<file path="src/rtl/global_pkg.sv">
// global_pkg -- shared constants and state encoding for the DMA block.
//   DMA_RX_BASE       : first RAM address of the 3-byte receive ring
//   DMA_TX_BASE       : first RAM address of the transmit buffer
//   DMA_NEW_INST_ADDR : RAM address of the "new instruction" flag byte
//   DMA_TX_LEN        : number of bytes sent per TX command
//   dma_state_t       : controller state encoding (shared by dma and dma_tx)
package global_pkg;

  localparam logic [7:0] DMA_RX_BASE       = 8'h00;
  localparam logic [7:0] DMA_TX_BASE       = 8'h04;
  localparam logic [7:0] DMA_NEW_INST_ADDR = 8'h03;
  localparam logic [7:0] DMA_NEW_INST_VAL  = 8'hFF;
  localparam int         DMA_TX_LEN        = 2;

  // Width of the TX byte index; at least one bit even for a 1-byte buffer.
  localparam int TX_IDX_W = (DMA_TX_LEN > 1) ? $clog2(DMA_TX_LEN) : 1;

  // Receive ring holds three bytes: rx_cnt runs 0,1,2 then wraps.
  localparam logic [1:0] RX_CNT_LAST = 2'd2;

  typedef enum logic [3:0] {
    IDLE,
    RX_REQ,
    RX_WRITE,
    RX_FLAG,
    RX_RELEASE,
    TX_READ,
    TX_CAPTURE,
    TX_SEND,
    TX_DONE
  } dma_state_t;

endpackage

</file>
<file path="src/rtl/dma_tx.sv">
// dma_tx -- transmit path of the DMA: reads DMA_TX_LEN bytes from RAM starting
// at DMA_TX_BASE and hands each one to the transmitter with a valid/ready
// handshake, then pulses DMA_Ready.
// The state register lives in the parent; this block decodes the TX states,
// proposes the next state and owns the byte index and the TX data register.
// Ports:
//   Clk, Rst   : clock, synchronous active-high reset
//   state      : current controller state (from dma)
//   tx_next    : proposed next state while in a TX state
//   TX_Ready   : transmitter accepts the byte
//   DataIn     : RAM read data (one cycle after the read strobe)
//   ram_cs/ram_oen/ram_addr : RAM read strobe and address (0 when idle)
//   TX_Data/TX_Valid        : byte to transmitter and its valid
//   DMA_Ready  : one-cycle completion pulse to the CPU
module dma_tx
  import global_pkg::*;
(
  input  logic       Clk,
  input  logic       Rst,
  input  dma_state_t state,
  input  logic       TX_Ready,
  input  logic [7:0] DataIn,
  output dma_state_t tx_next,
  output logic       ram_cs,
  output logic       ram_oen,
  output logic [7:0] ram_addr,
  output logic [7:0] TX_Data,
  output logic       TX_Valid,
  output logic       DMA_Ready
);

  logic [TX_IDX_W-1:0] tx_idx_reg, tx_idx_next;
  logic [7:0]          tx_data_reg, tx_data_next;
  logic                tx_last;

  assign tx_last = (tx_idx_reg == TX_IDX_W'(DMA_TX_LEN - 1));
  assign TX_Data = tx_data_reg;

  always_ff @(posedge Clk) begin
    if (Rst) begin
      tx_idx_reg  <= '0;
      tx_data_reg <= 8'h00;
    end else begin
      tx_idx_reg  <= tx_idx_next;
      tx_data_reg <= tx_data_next;
    end
  end

  always_comb begin
    tx_next      = state;
    ram_cs       = 1'b0;
    ram_oen      = 1'b0;
    ram_addr     = 8'h00;
    TX_Valid     = 1'b0;
    DMA_Ready    = 1'b0;
    tx_idx_next  = tx_idx_reg;
    tx_data_next = tx_data_reg;
    case (state)
      TX_READ: begin
        ram_cs   = 1'b1;
        ram_oen  = 1'b1;
        ram_addr = DMA_TX_BASE + 8'(tx_idx_reg);
        tx_next  = TX_CAPTURE;
      end
      TX_CAPTURE: begin
        // RAM has one cycle of read latency: the byte is on DataIn now.
        tx_data_next = DataIn;
        tx_next      = TX_SEND;
      end
      TX_SEND: begin
        TX_Valid = 1'b1;
        if (TX_Ready) begin
          if (tx_last) begin
            tx_idx_next = '0;
            tx_next     = TX_DONE;
          end else begin
            tx_idx_next = tx_idx_reg + TX_IDX_W'(1);
            tx_next     = TX_READ;
          end
        end
      end
      TX_DONE: begin
        DMA_Ready = 1'b1;
        tx_next   = IDLE;
      end
      default: ;
    endcase
  end

endmodule

</file>
<file path="src/rtl/dma.sv">
// dma -- byte DMA between a receiver FIFO, a transmitter and a shared RAM.
// RX: each FIFO byte is moved into a 3-byte ring at DMA_RX_BASE under a CPU
// bus grant (DMA_Req/DMA_Ack), one byte per grant. TX: on DMA_Tx_Start the
// dma_tx sub-block streams DMA_TX_LEN bytes from DMA_TX_BASE to the
// transmitter. TX wins when both are pending.
// Optional feature (macro DMA_NEW_INST_EN): after the third ring byte, write
// 8'hFF to DMA_NEW_INST_ADDR before releasing the bus.
// Ports:
//   Clk, Rst                     : clock, synchronous active-high reset
//   RX_Data, RX_Empty, RX_Read   : receiver FIFO head, empty flag, pop
//   TX_Data, TX_Valid, TX_Ready  : transmitter byte handshake
//   DMA_Req, DMA_Ack             : bus request / grant with the CPU
//   DMA_Tx_Start, DMA_Ready      : CPU TX command / completion pulse
//   RAM_Addr, RAM_Cs, RAM_Wen, RAM_Oen, DataOut, DataIn : RAM port
module dma
  import global_pkg::*;
(
  input  logic       Clk,
  input  logic       Rst,
  input  logic [7:0] RX_Data,
  input  logic       RX_Empty,
  output logic       RX_Read,
  output logic [7:0] TX_Data,
  output logic       TX_Valid,
  input  logic       TX_Ready,
  output logic       DMA_Req,
  input  logic       DMA_Ack,
  input  logic       DMA_Tx_Start,
  output logic       DMA_Ready,
  output logic [7:0] RAM_Addr,
  output logic       RAM_Cs,
  output logic       RAM_Wen,
  output logic       RAM_Oen,
  output logic [7:0] DataOut,
  input  logic [7:0] DataIn
);

  dma_state_t state_reg, state_next, tx_next;
  logic [1:0] rx_cnt_reg, rx_cnt_next;
  logic       tx_block_reg;
  logic       tx_ram_cs, tx_ram_oen;
  logic [7:0] tx_ram_addr;

  dma_tx u_tx (
    .Clk       (Clk),
    .Rst       (Rst),
    .state     (state_reg),
    .TX_Ready  (TX_Ready),
    .DataIn    (DataIn),
    .tx_next   (tx_next),
    .ram_cs    (tx_ram_cs),
    .ram_oen   (tx_ram_oen),
    .ram_addr  (tx_ram_addr),
    .TX_Data   (TX_Data),
    .TX_Valid  (TX_Valid),
    .DMA_Ready (DMA_Ready)
  );

  always_ff @(posedge Clk) begin
    if (Rst) begin
      state_reg    <= IDLE;
      rx_cnt_reg   <= 2'd0;
      tx_block_reg <= 1'b0;
    end else begin
      state_reg    <= state_next;
      rx_cnt_reg   <= rx_cnt_next;
      // The CPU may still be holding DMA_Tx_Start the cycle after
      // DMA_Ready; ignore it for that one cycle so TX does not rerun.
      tx_block_reg <= (state_reg == TX_DONE);
    end
  end

  always_comb begin
    state_next  = state_reg;
    rx_cnt_next = rx_cnt_reg;
    RX_Read     = 1'b0;
    DMA_Req     = 1'b0;
    RAM_Cs      = tx_ram_cs;
    RAM_Oen     = tx_ram_oen;
    RAM_Addr    = tx_ram_addr;
    RAM_Wen     = 1'b0;
    DataOut     = 8'h00;
    case (state_reg)
      // RX_RELEASE arbitrates like IDLE so a waiting FIFO byte gets a new
      // request in the very next cycle; the request line is low here,
      // which closes the previous grant session.
      IDLE, RX_RELEASE: begin
        if (DMA_Tx_Start && !tx_block_reg)
          state_next = TX_READ;
        else if (!RX_Empty)
          state_next = RX_REQ;
        else
          state_next = IDLE;
      end
      RX_REQ: begin
        DMA_Req = 1'b1;
        if (DMA_Ack)
          state_next = RX_WRITE;
      end
      RX_WRITE: begin
        DMA_Req  = 1'b1;
        RAM_Cs   = 1'b1;
        RAM_Wen  = 1'b1;
        RAM_Addr = DMA_RX_BASE + {6'b0, rx_cnt_reg};
        DataOut  = RX_Data;
        RX_Read  = 1'b1;
        if (rx_cnt_reg == RX_CNT_LAST) begin
          rx_cnt_next = 2'd0;
`ifdef DMA_NEW_INST_EN
          state_next  = RX_FLAG;
`else
          state_next  = RX_RELEASE;
`endif
        end else begin
          rx_cnt_next = rx_cnt_reg + 2'd1;
          state_next  = RX_RELEASE;
        end
      end
`ifdef DMA_NEW_INST_EN
      RX_FLAG: begin
        DMA_Req    = 1'b1;
        RAM_Cs     = 1'b1;
        RAM_Wen    = 1'b1;
        RAM_Addr   = DMA_NEW_INST_ADDR;
        DataOut    = DMA_NEW_INST_VAL;
        state_next = RX_RELEASE;
      end
`endif
      TX_READ, TX_CAPTURE, TX_SEND, TX_DONE: state_next = tx_next;
      default: state_next = IDLE;
    endcase
  end

endmodule

</file>
<file path="config.mk">
export PLATFORM = sky130hd
export DESIGN_NAME = dma
export DESIGN_NICKNAME = d
export VERILOG_FILES = /design/src/rtl/global_pkg.sv /design/src/rtl/dma_tx.sv /design/src/rtl/dma.sv
export SDC_FILE = /design/constraint.sdc
export NUM_CORES = 1
export LEC_CHECK = 0
export BUFFER_PORTS_ARGS = -buffer_cell sky130_fd_sc_hd__buf_2
export CORE_MARGIN = 10
export CORE_UTILIZATION = 25
export DETAILED_ROUTE_END_ITERATION = 16
export PLACE_DENSITY = 0.55
export SKIP_CTS_REPAIR_TIMING = 1
export SLEW_MARGIN = 20
export SYNTH_ARGS = -nofsm -noshare
export SYNTH_HDL_FRONTEND = slang
export SYNTH_SLANG_ARGS = --single-unit
export TNS_END_PERCENT = 5
</file>
<file path="constraint.sdc">
create_clock -name Clk -period 2.4 [get_ports Clk]
set_input_delay 0.24 -clock Clk [delete_from_list [all_inputs] [get_ports Clk]]
set_output_delay 0.24 -clock Clk [all_outputs]
set_load 0.05 [all_outputs]
</file>
# Word-level counts from Yosys, hierarchy flattened
# Cells that the tools add are included.
[classes]
eq_ne = 11
mux = 18
reduce_logical = 8
add_sub_neg = 3
[ops]
columns = ["cell", "count"]
rows = [
  ["$pmux W4 S4", 2],
  ["$mux W8", 3],
  ["$eq A4 B3 Y1 const B", 4],
  ["$mux W4", 3],
  ["$mux W1", 8],
  ["$ne A5 B2 Y1 const B", 1],
  ["$add A3 B1 Y4 const A", 1],
  ["$eq A4 B1 Y1 const B", 1],
  ["$eq A4 B2 Y1 const B", 1],
  ["$eq A4 B4 Y1 const B", 1],
  ["$logic_not A4 Y1", 1],
  ["$reduce_or A2 Y1", 2],
  ["$reduce_or A4 Y1", 1],
  ["$mux W3", 1],
  ["$ne A3 B3 Y1 const B", 1],
  ["$reduce_and A3 Y1", 1],
  ["$add A2 B1 Y2 const B", 1],
  ["$eq A2 B2 Y1 const B", 1],
  ["$mux W2", 1],
  ["$ne A2 B2 Y1 const B", 1],
  ["$reduce_and A2 Y1", 1],
  ["$add A1 B1 Y1 const B", 1],
  ["$logic_and A1 B1 Y1", 1],
  ["$logic_not A1 Y1", 1],
]
[word_totals]
output_inout_bits = 31
inputBits = 22
word_cells = 45
reg_bits = 16

# Longest topological paths before layout
# Gate-level depths: netlist of the first run.
[logic_depth]
word_depth = 4
depth_mapped = 6

# By module
# A second synthesis of the first run with hierarchy kept.
[hier_totals]
hier_cells = 125
area_unflattened_um2 = 1054.8
[by_module_without_submodules]
columns = ["module", "cells_per_inst", "n_inst", "area_per_inst_um2", "seq_area_each_um2"]
rows = [
  ["dma", 67, 1, 534.3, 140.1],
  ["dma_tx", 58, 1, 520.5, 180.2],
]

# Worst setup path before layout of the first run
# Ideal clock, no wire load.
[synth_timing]
path_type = "reg-to-reg"
from = "register state_reg[3]"
to = "register tx_block_reg"
path_buffers = 1
setup_slack_ps = -197
arrival_time_ps = 2525
stages_incl_launch_ff = 4
cell_sequence = "dfxtp_1 buf_2 nor4b_1 nor2b_1"
[synth_via]
elab_chain_len = 1
[synth_lines]
columns = ["item", "line", "text"]
rows = [
  ["start, declared", "dma.sv:38", "dma_state_t state_reg, state_next, tx_next;"],
  ["start signal, assigned", "dma.sv:65", "state_reg <= state_next;"],
  ["$eq A4 B4 Y1", "dma.sv:69", "tx_block_reg <= (state_reg == TX_DONE);"],
  ["end signal, assigned", "dma.sv:69", ""],
  ["end, declared", "dma.sv:40", "logic tx_block_reg;"],
]
# No other way between the ends.
# A chain may end at the register's enable or synchronous reset.

# Worst setup path after layout of the first run
[layout_timing]
from = "register state_reg[1]"
to = "output DataOut[1]"
[layout_via]
elab_chain_len = 2
[layout_lines]
columns = ["item", "line", "text"]
rows = [
  ["$eq A4 B2 Y1", "dma.sv:83", "case (state_reg)"],
  ["$mux W8", "dma.sv:83", ""],
  ["end, declared", "dma.sv:34", "output logic [7:0] DataOut,"],
]
# No other way between the ends.

==> impl_metrics.yaml, run 1 <==
status:
  status: "finished clean"
yosys:
  ys_types: 35
  avgSynthCellArea_um2: 8.40
  netlist_area_um2: 891
  ys_top_cells_by_area: "dfxtp_1 36%, mux2i_1 10%, nor2_1 7.6%, and2_1 6.3%, buf_4 5.1%"
  syn_inst: 106
  yosysMostFrequentCell: "nor2_1"
  netlist.area_leader.share_pct: 36.0
  ys_ff_latch: 16
  synthFlopType: "dfxtp_1"
  seq_area_frac_synth_pct: 36.0
  synth_async_sr_flop_share_pct: 0
  synth_warnings: 0
  synth_edf_count: 0
  synth_common_cells: "18 x nor2_1, 16 x dfxtp_1, 10 x nand2_1, 9 x and2_1, 9 x mux2i_1"
  synth_top_cell_by_area: "dfxtp_1"
final_layout:
  syn_to_final_growth_pct: 31.7
  fillers: 360
  drive_above_1_share_pct: 39.6
  antenna_cells: 0
  seqCellArea_um2: 320
  largest_reg_flops: 8
  multiInputGateArea_um2: 513
  stdcell_count: 195
  nets: 172
clock_tree:
  cts_root_buf: "clkbuf_4"
  clock_sinks: 16
  cts_tree: "done"
  cts_buffers: 3
  clk_latency_ps: 290
  path_clk_slew_ps: 100
  cts-htree-levels: 1
  clockBufferDepth: 2
detailed_routing:
  ant_nets: 0
  routedWlPerCell_um: 13.0
  vias: 856
  routed_wl_um: 2530
  dr.pass1.iters: 4
  drc: 0
  drt_iter0_drc: 47
  viasPerCell: 4.39
timing:
  max_freq_mhz: 478
  tightestPinTransition_ps: 586
  finalCriticalPeriod_ps: 2090
  skew_ps: 4.93
  post-route-period-util_pct: 87.1
  finalSetupViolCount: 0
  drv_slew: 0
  relSlewSlack_pct: 60.9
  rsz0062_at_grt: "no"
  final_hold_viol_count: 0
worst_setup_path:
  rr_startpoint: "state_reg[2]"
  rr_worst_depth: 4
  r2r_end: "u_tx.TX_Data[2]"
  worstSetupEndpointType: "output pin"
  worstPathRequired_ps: 2160
  critPathMaxFanout: 15
  arrival_ps: 1850
  r2r_slack_ps: 710
  critPathKind: "flip-flop to output pin"
  worst_setup_path_start_kind: "flip-flop"
flow_run:
  maxCapViolations: 0
global_route:
  grt.total_usage_pct: 7.75
  grt_max_degree: 19
  grt_pass1_vias: 857
  antenna_found_initial: 0
  grt_overflow: 0
  grt_pass1_wl_um: 3980
hold_path:
  min_path_cells: 3
  hp-start: "DataIn[6]"
  min_path_type: "input port to flip-flop"
  hold_end: "u_tx.TX_Data[6]"
power:
  p_leak_nw: 0.554
  ir_drop_v: 0.000279
  powerDensity_mw_per_mm2: 914
  p_total_mw: 1.07
floorplan:
  die_x_um: 79.7
  fp.coreArea_mm2: 0.00339
  ioPinCount: 53
  dieArea_mm2: 0.00635
  rows: 21
  die_h_um: 79.7
  start_util_pct: 26.3
placed_design:
  gp_congestion: 0.794
  dpl.hpwl_um: 1980
  dp.cells: 190
  port_buffers: 47
## where the power goes
part           switching [mW]  leakage (nW)  internal [mW]
Combinational           0.336         0.404          0.159
Sequential             0.0960         0.130          0.298
Clock                  0.0911        0.0210         0.0923
Total                   0.523         0.554          0.549
## worst max-delay path, stage by stage, from the launching register on
cell	delay [ps]
dfxtp_1	670
nor4b_4	280
buf_4	210
and2_1	140
buf_2	260
## worst max path at each step
stage,depth (start not counted),from,endpoint
floorplan,2,state_reg[2],RAM_Addr[2]
global placement,4,state_reg[1],RAM_Addr[0]
detailed placement,4,state_reg[1],RAM_Addr[0]
CTS,4,state_reg[1],RAM_Addr[0]
global route,5,state_reg[1],RAM_Addr[0]
finish,4,state_reg[1],DataOut[1]
## layout make-up
| type | instances | area share, % |
|---|---|---|
| inverters | 1 | 0.320 |
| flip-flops and latches | 16 | 27.3 |
| clock buffers | 4 | 3.09 |
| repair buffers | 48 | 20.7 |
| multi-input cells | 80 | 43.7 |
| well taps | 46 | 4.90 |
## metrics by stage
step	TNS (ps)	hold WS (ps)	worst slack, ps	utilization (%)	instance area (um2)
after floorplan	-35.2	360	-35.2	-	912
after global placement	0	470	538	33.3	1130
after detailed placement	0	479	426	33.3	1130
after CTS	0	172	82.6	34.4	1170
after global routing	0	179	171	34.6	1170
final	0	185	308	34.6	1170
## metal layers
metal	track usage [%]	share of wire [%]	up-vias
li1	-	-	428
met1	8.60	41	389
met2	12.5	47	37
met3	2.48	11	2
met4	4.84	1.3	0
met5	0	0	-
## cells in the final DEF (no fill, tap or decap), drive strengths merged, types with 4 or more instances in the layout
cell type / synthesis / final
mux2i: 9 / 9
clkbuf: 3 / 4
conb: 1 / 5
nand2: 11 / 11
and2: 9 / 9
nor3: 4 / 4
dfxtp: 16 / 16
buf: 10 / 48
nor2: 18 / 18
## cell families after synthesis
kind of cell / count (synthesis) / share of synthesized area [%]
muxes: 10 / 11.4
and+or+nand+nor: 55 / 35.5
DFF: 16 / 36.0
other: 1 / 0.421
AOI/OAI and AO/OA: 8 / 5.90
xor gates and xnor gates: 2 / 1.97
buffers and inverters: 14 / 8.85
Note: power is estimated with default switching activity, not from simulation.
==> run 2: changes to the inputs <==
CORE_UTILIZATION = 45   (was 25)
PLACE_DENSITY = 0.87   (was 0.55)
==> impl_metrics.yaml, run 2 (same netlist as run 1, synthesis figures left out) <==
status:
  status: "finished clean"
clock_tree:
  cts_root_buf: "clkbuf_4"
  clk_latency_ps: 280
  cts_buffers: 3
  path_clk_slew_ps: 90
  clock_sinks: 16
  cts-htree-levels: 1
  clockBufferDepth: 2
  cts_tree: "done"
power:
  p_comb_share_pct: 48.2
  clkPwrFrac_pct: 13.4
  intPower_mw: 0.515
  p_switching_mw: 0.507
  pwr-share-seq_pct: 38.4
  swShare_pct: 49.6
  powerDensity_mw_per_mm2: 900
  p_leak_nw: 0.547
  ir_drop_v: 0.000449
final_layout:
  final_area_mm2: 0.00114
  largest_reg_flops: 8
  layout_common_cells: "47 x buf_2, 18 x nor2_1, 16 x dfxtp_1"
  final_common_cell: "buf_2"
  antenna_cells: 0
  nets: 172
  fillers: 187
  syn_to_final_growth_pct: 27.5
  drive_above_1_share_pct: 39.2
detailed_routing:
  dr.pass1.iters: 4
  drc: 0
  viasPerCell: 5.09
  drt_iter0_drc: 18
  ant_nets: 0
  vias: 890
  routed_wl_um: 2370
  routedWlPerCell_um: 13.5
worst_setup_path:
  critPathMaxFanout: 15
  worst_setup_path_start_kind: "flip-flop"
  critPathKind: "flip-flop to output pin"
  slowest_stage: "dfxtp_1"
  cpPeakStageDelay_ps: 650
  path_cells: "nor4b_4 > buf_4 > and2_1 > buf_2"
  worstSetupEndpointType: "output pin"
  worstPathRequired_ps: 2160
  arrival_ps: 1840
global_route:
  met2_usage_pct: 18.5
  grt_pass1_vias: 874
  grt.met1_usage_pct: 11.3
  grt_max_degree: 19
  busiest_layer: "met2"
  grt.total_usage_pct: 10.8
  grt_pass1_wl_um: 3800
  antenna_found_initial: 0
  grt_use_met3_pct: 5.50
  grt_overflow: 0
floorplan:
  rows: 16
  fp.coreArea_mm2: 0.00192
  start_util_pct: 46.4
  ioPinCount: 53
  die_x_um: 64.5
  dieArea_mm2: 0.00416
  die_h_um: 64.5
placed_design:
  gp_congestion: 0.842
  dpl.hpwl_um: 1930
  dpl_cell_area_mm2: 0.00111
  post-place-ws_ps: 434
  port_buffers: 47
timing:
  setup_ws_ps: 323
  tightestPinTransition_ps: 576
  hold_slack_ps: 195
  max_freq_mhz: 482
  drv_slew: 0
  finalSetupViolCount: 0
  finalCriticalPeriod_ps: 2080
  post-route-period-util_pct: 86.5
  rsz0062_at_grt: "no"
  relSlewSlack_pct: 61.5
  final_hold_viol_count: 0
  skew_ps: 2.51
hold_path:
  min_path_type: "input port to flip-flop"
flow_run:
  maxCapViolations: 0
==> run 2: cell count changes in the layout (fill, tap and decap cells not counted), sizes merged <==
cell and delta:
clkbuf -1
==> run 2: worst max-delay path: cells and delay by family (launching register included) <==
family	cells	cell delay, ps
and+or+nand+nor	2	430
DFF	1	650
buffers and inverters	2	470
==> run 2: cell type report <==
type,instances,area [um2],share of cell area [%]
multi-input cells,80,513,45.2
flip-flops and latches,16,320,28.2
repair buffers,48,243,21.4
well taps,27,33.8,2.97
inverters,1,3.75,0.330
clock buffers,3,22.5,1.98
==> run 2: stage by stage <==
stage | std cells | power [mW] | TNS [ps] | utilization [%]
after floorplan | 110 | 0.800 | -35.2 | -
after global placement | 171 | 0.874 | 0 | 57.6
after detailed placement | 171 | 0.892 | 0 | 57.6
after CTS | 174 | 1.03 | 0 | 58.7
after global routing | 175 | 1.09 | 0 | 59.1
final | 175 | 1.02 | 0 | 59.1
==> run 2: final timing paths <==
check	startpoint	end	slack, ps	depth (start not counted)
max reg2reg	state_reg[2]	u_tx.TX_Data[0]	750	4
max	state_reg[1]	DataOut[7]	320	4
min reg2reg	u_tx.TX_Data[1]	u_tx.TX_Data[1]	500	2
min	DataIn[7]	u_tx.TX_Data[7]	190	3
==> run 2: routing by layer <==
layer / part of all wire (%) / wire (um)
met5: 0 / 0
met4: 0 / 0
met3: 12 / 288
met2: 47 / 1110
met1: 41 / 969
==> run 2: power by group through the flow <==
stage | registers [mW] | clock network, mW | logic (mW)
after global routing | 0.405 | 0.151 | 0.530
after floorplan | 0.369 | 0 | 0.430
after CTS | 0.393 | 0.141 | 0.493
after global placement | 0.391 | 0 | 0.484
final | 0.393 | 0.137 | 0.492
after detailed placement | 0.399 | 0 | 0.493
==> run 3: changes to the inputs <==
CELL_PAD_IN_SITES_DETAIL_PLACEMENT = 0   (was unset)
CELL_PAD_IN_SITES_GLOBAL_PLACEMENT = 1   (was unset)
CORE_UTILIZATION = 31   (was 45)
PLACE_DENSITY = 0.86   (was 0.87)
==> impl_metrics.yaml, run 3 (same netlist as run 1, synthesis figures left out) <==
worst_setup_path:
  cpPeakStageDelay_ps: 670
  worstSetupEndpointType: "output pin"
  slowest_stage: "dfxtp_1"
  worst_setup_path_start_kind: "flip-flop"
  crit_family: "flip-flops"
  path_cells: "nor4b_4 > buf_4 > and2_1 > buf_2"
  worstPathRequired_ps: 2160
  path_buf_inv: 2
  critPathMaxFanout: 15
  critPathKind: "flip-flop to output pin"
  arrival_ps: 1830
timing:
  max_freq_mhz: 482
  finalSetupViolCount: 0
  relSlewSlack_pct: 61.2
  drv_slew: 0
  rsz0062_at_grt: "no"
  setup_ws_ps: 326
  tightestPinTransition_ps: 582
  hold_slack_ps: 193
  timing.setup.tns_ps: 0
  skew_ps: 8.43
  final_hold_viol_count: 0
  finalCriticalPeriod_ps: 2070
  post-route-period-util_pct: 86.4
detailed_routing:
  vias: 853
  dr.pass1.iters: 4
  routedWlPerCell_um: 12.8
  drt_iter0_drc: 6
  ant_nets: 0
  drc: 0
  routed_wl_um: 2310
  viasPerCell: 4.74
clock_tree:
  cts_tree: "done"
  clk_latency_ps: 280
  cts_root_buf: "clkbuf_4"
  cts-htree-levels: 1
  clock_sinks: 16
  path_clk_slew_ps: 100
  cts_buffers: 3
  clockBufferDepth: 2
final_layout:
  antenna_cells: 0
  drive_above_1_share_pct: 39.6
  post-route-util_pct: 41.9
  final_area_mm2: 0.00115
  stdcell_count: 180
  nets: 172
  largest_reg_flops: 8
  final_common_cell: "buf_2"
  fillers: 286
  layout_common_cells: "47 x buf_2, 18 x nor2_1, 16 x dfxtp_1"
  syn_to_final_growth_pct: 29.6
power:
  clkPwrFrac_pct: 16.3
  p_switching_mw: 0.508
  ir_drop_v: 0.000570
  swShare_pct: 48.1
  p_total_mw: 1.06
  p_comb_share_pct: 46.5
  intPower_mw: 0.549
  pwr-share-seq_pct: 37.2
  p_leak_nw: 0.554
  powerDensity_mw_per_mm2: 916
global_route:
  grt_max_degree: 19
  grt_pass1_wl_um: 3490
  grt_pass1_vias: 771
  antenna_found_initial: 0
  grt.total_usage_pct: 7.68
  grt_overflow: 0
floorplan:
  rows: 19
  dieArea_mm2: 0.00542
  die_h_um: 73.6
  fp.coreArea_mm2: 0.00276
  start_util_pct: 32.3
  die_x_um: 73.6
  ioPinCount: 53
hold_path:
  min_path_type: "input port to flip-flop"
placed_design:
  gp_congestion: 0.769
  dpl.hpwl_um: 1850
  dp.cells: 175
  dpl_cell_area_mm2: 0.00111
  port_buffers: 47
  post-place-ws_ps: 439
flow_run:
  maxCapViolations: 0
status:
  status: "finished clean"
==> run 3: changes by cell type in the layout (fill, tap and decap cells not counted), sizes merged <==
| cell | previous run | this run |
|---|---|---|
| clkbuf | 3 | 4 |
==> run 3: final cells by class <==
| cell class | instances | area, um2 | area share (%) |
|---|---|---|---|
| tap | 31 | 38.8 | 3.36 |
| sequential | 16 | 320 | 27.7 |
| inverter | 1 | 3.75 | 0.325 |
| clock buffer | 4 | 36.3 | 3.14 |
| timing repair buffer | 48 | 243 | 21.0 |
| multi-input combinational | 80 | 513 | 44.4 |
==> run 3: power by group through the flow <==
stage | clock, mW | combinational, mW | sequential [mW]
4_1_cts | 0.181 | 0.494 | 0.392
3_5_place_dp | 0 | 0.494 | 0.398
5_1_grt | 0.198 | 0.525 | 0.401
3_3_place_gp | 0 | 0.487 | 0.393
2_1_floorplan | 0 | 0.430 | 0.369
6_report | 0.172 | 0.492 | 0.393
==> run 3: tightest hold or removal path, stage by stage <==
cell and delay [ps]:
buf_2 70, mux2i_1 50, nor2_1 70
==> run 3: layer usage <==
| metal | wire (um) | vias to the layer above | track usage, % | part of all wire, % |
|---|---|---|---|---|
| li1 | - | 431 | - | - |
| met1 | 940 | 378 | 8.75 | 41 |
| met2 | 1040 | 44 | 13.0 | 45 |
| met3 | 332 | 0 | 3.50 | 14 |
| met4 | 0 | 0 | 1.24 | 0 |
| met5 | 0 | - | 0 | 0 |
==> run 3: worst paths after layout <==
kind                                 startpoint              end  slack (ps)  cells past startpoint
worst max-delay path               state_reg[1]       DataOut[5]         330                      4
worst min-delay path                  DataIn[7]  u_tx.TX_Data[7]         190                      3
worst max register to register     state_reg[1]  u_tx.TX_Data[3]         730                      4
worst min register to register  u_tx.TX_Data[2]  u_tx.TX_Data[2]         500                      2
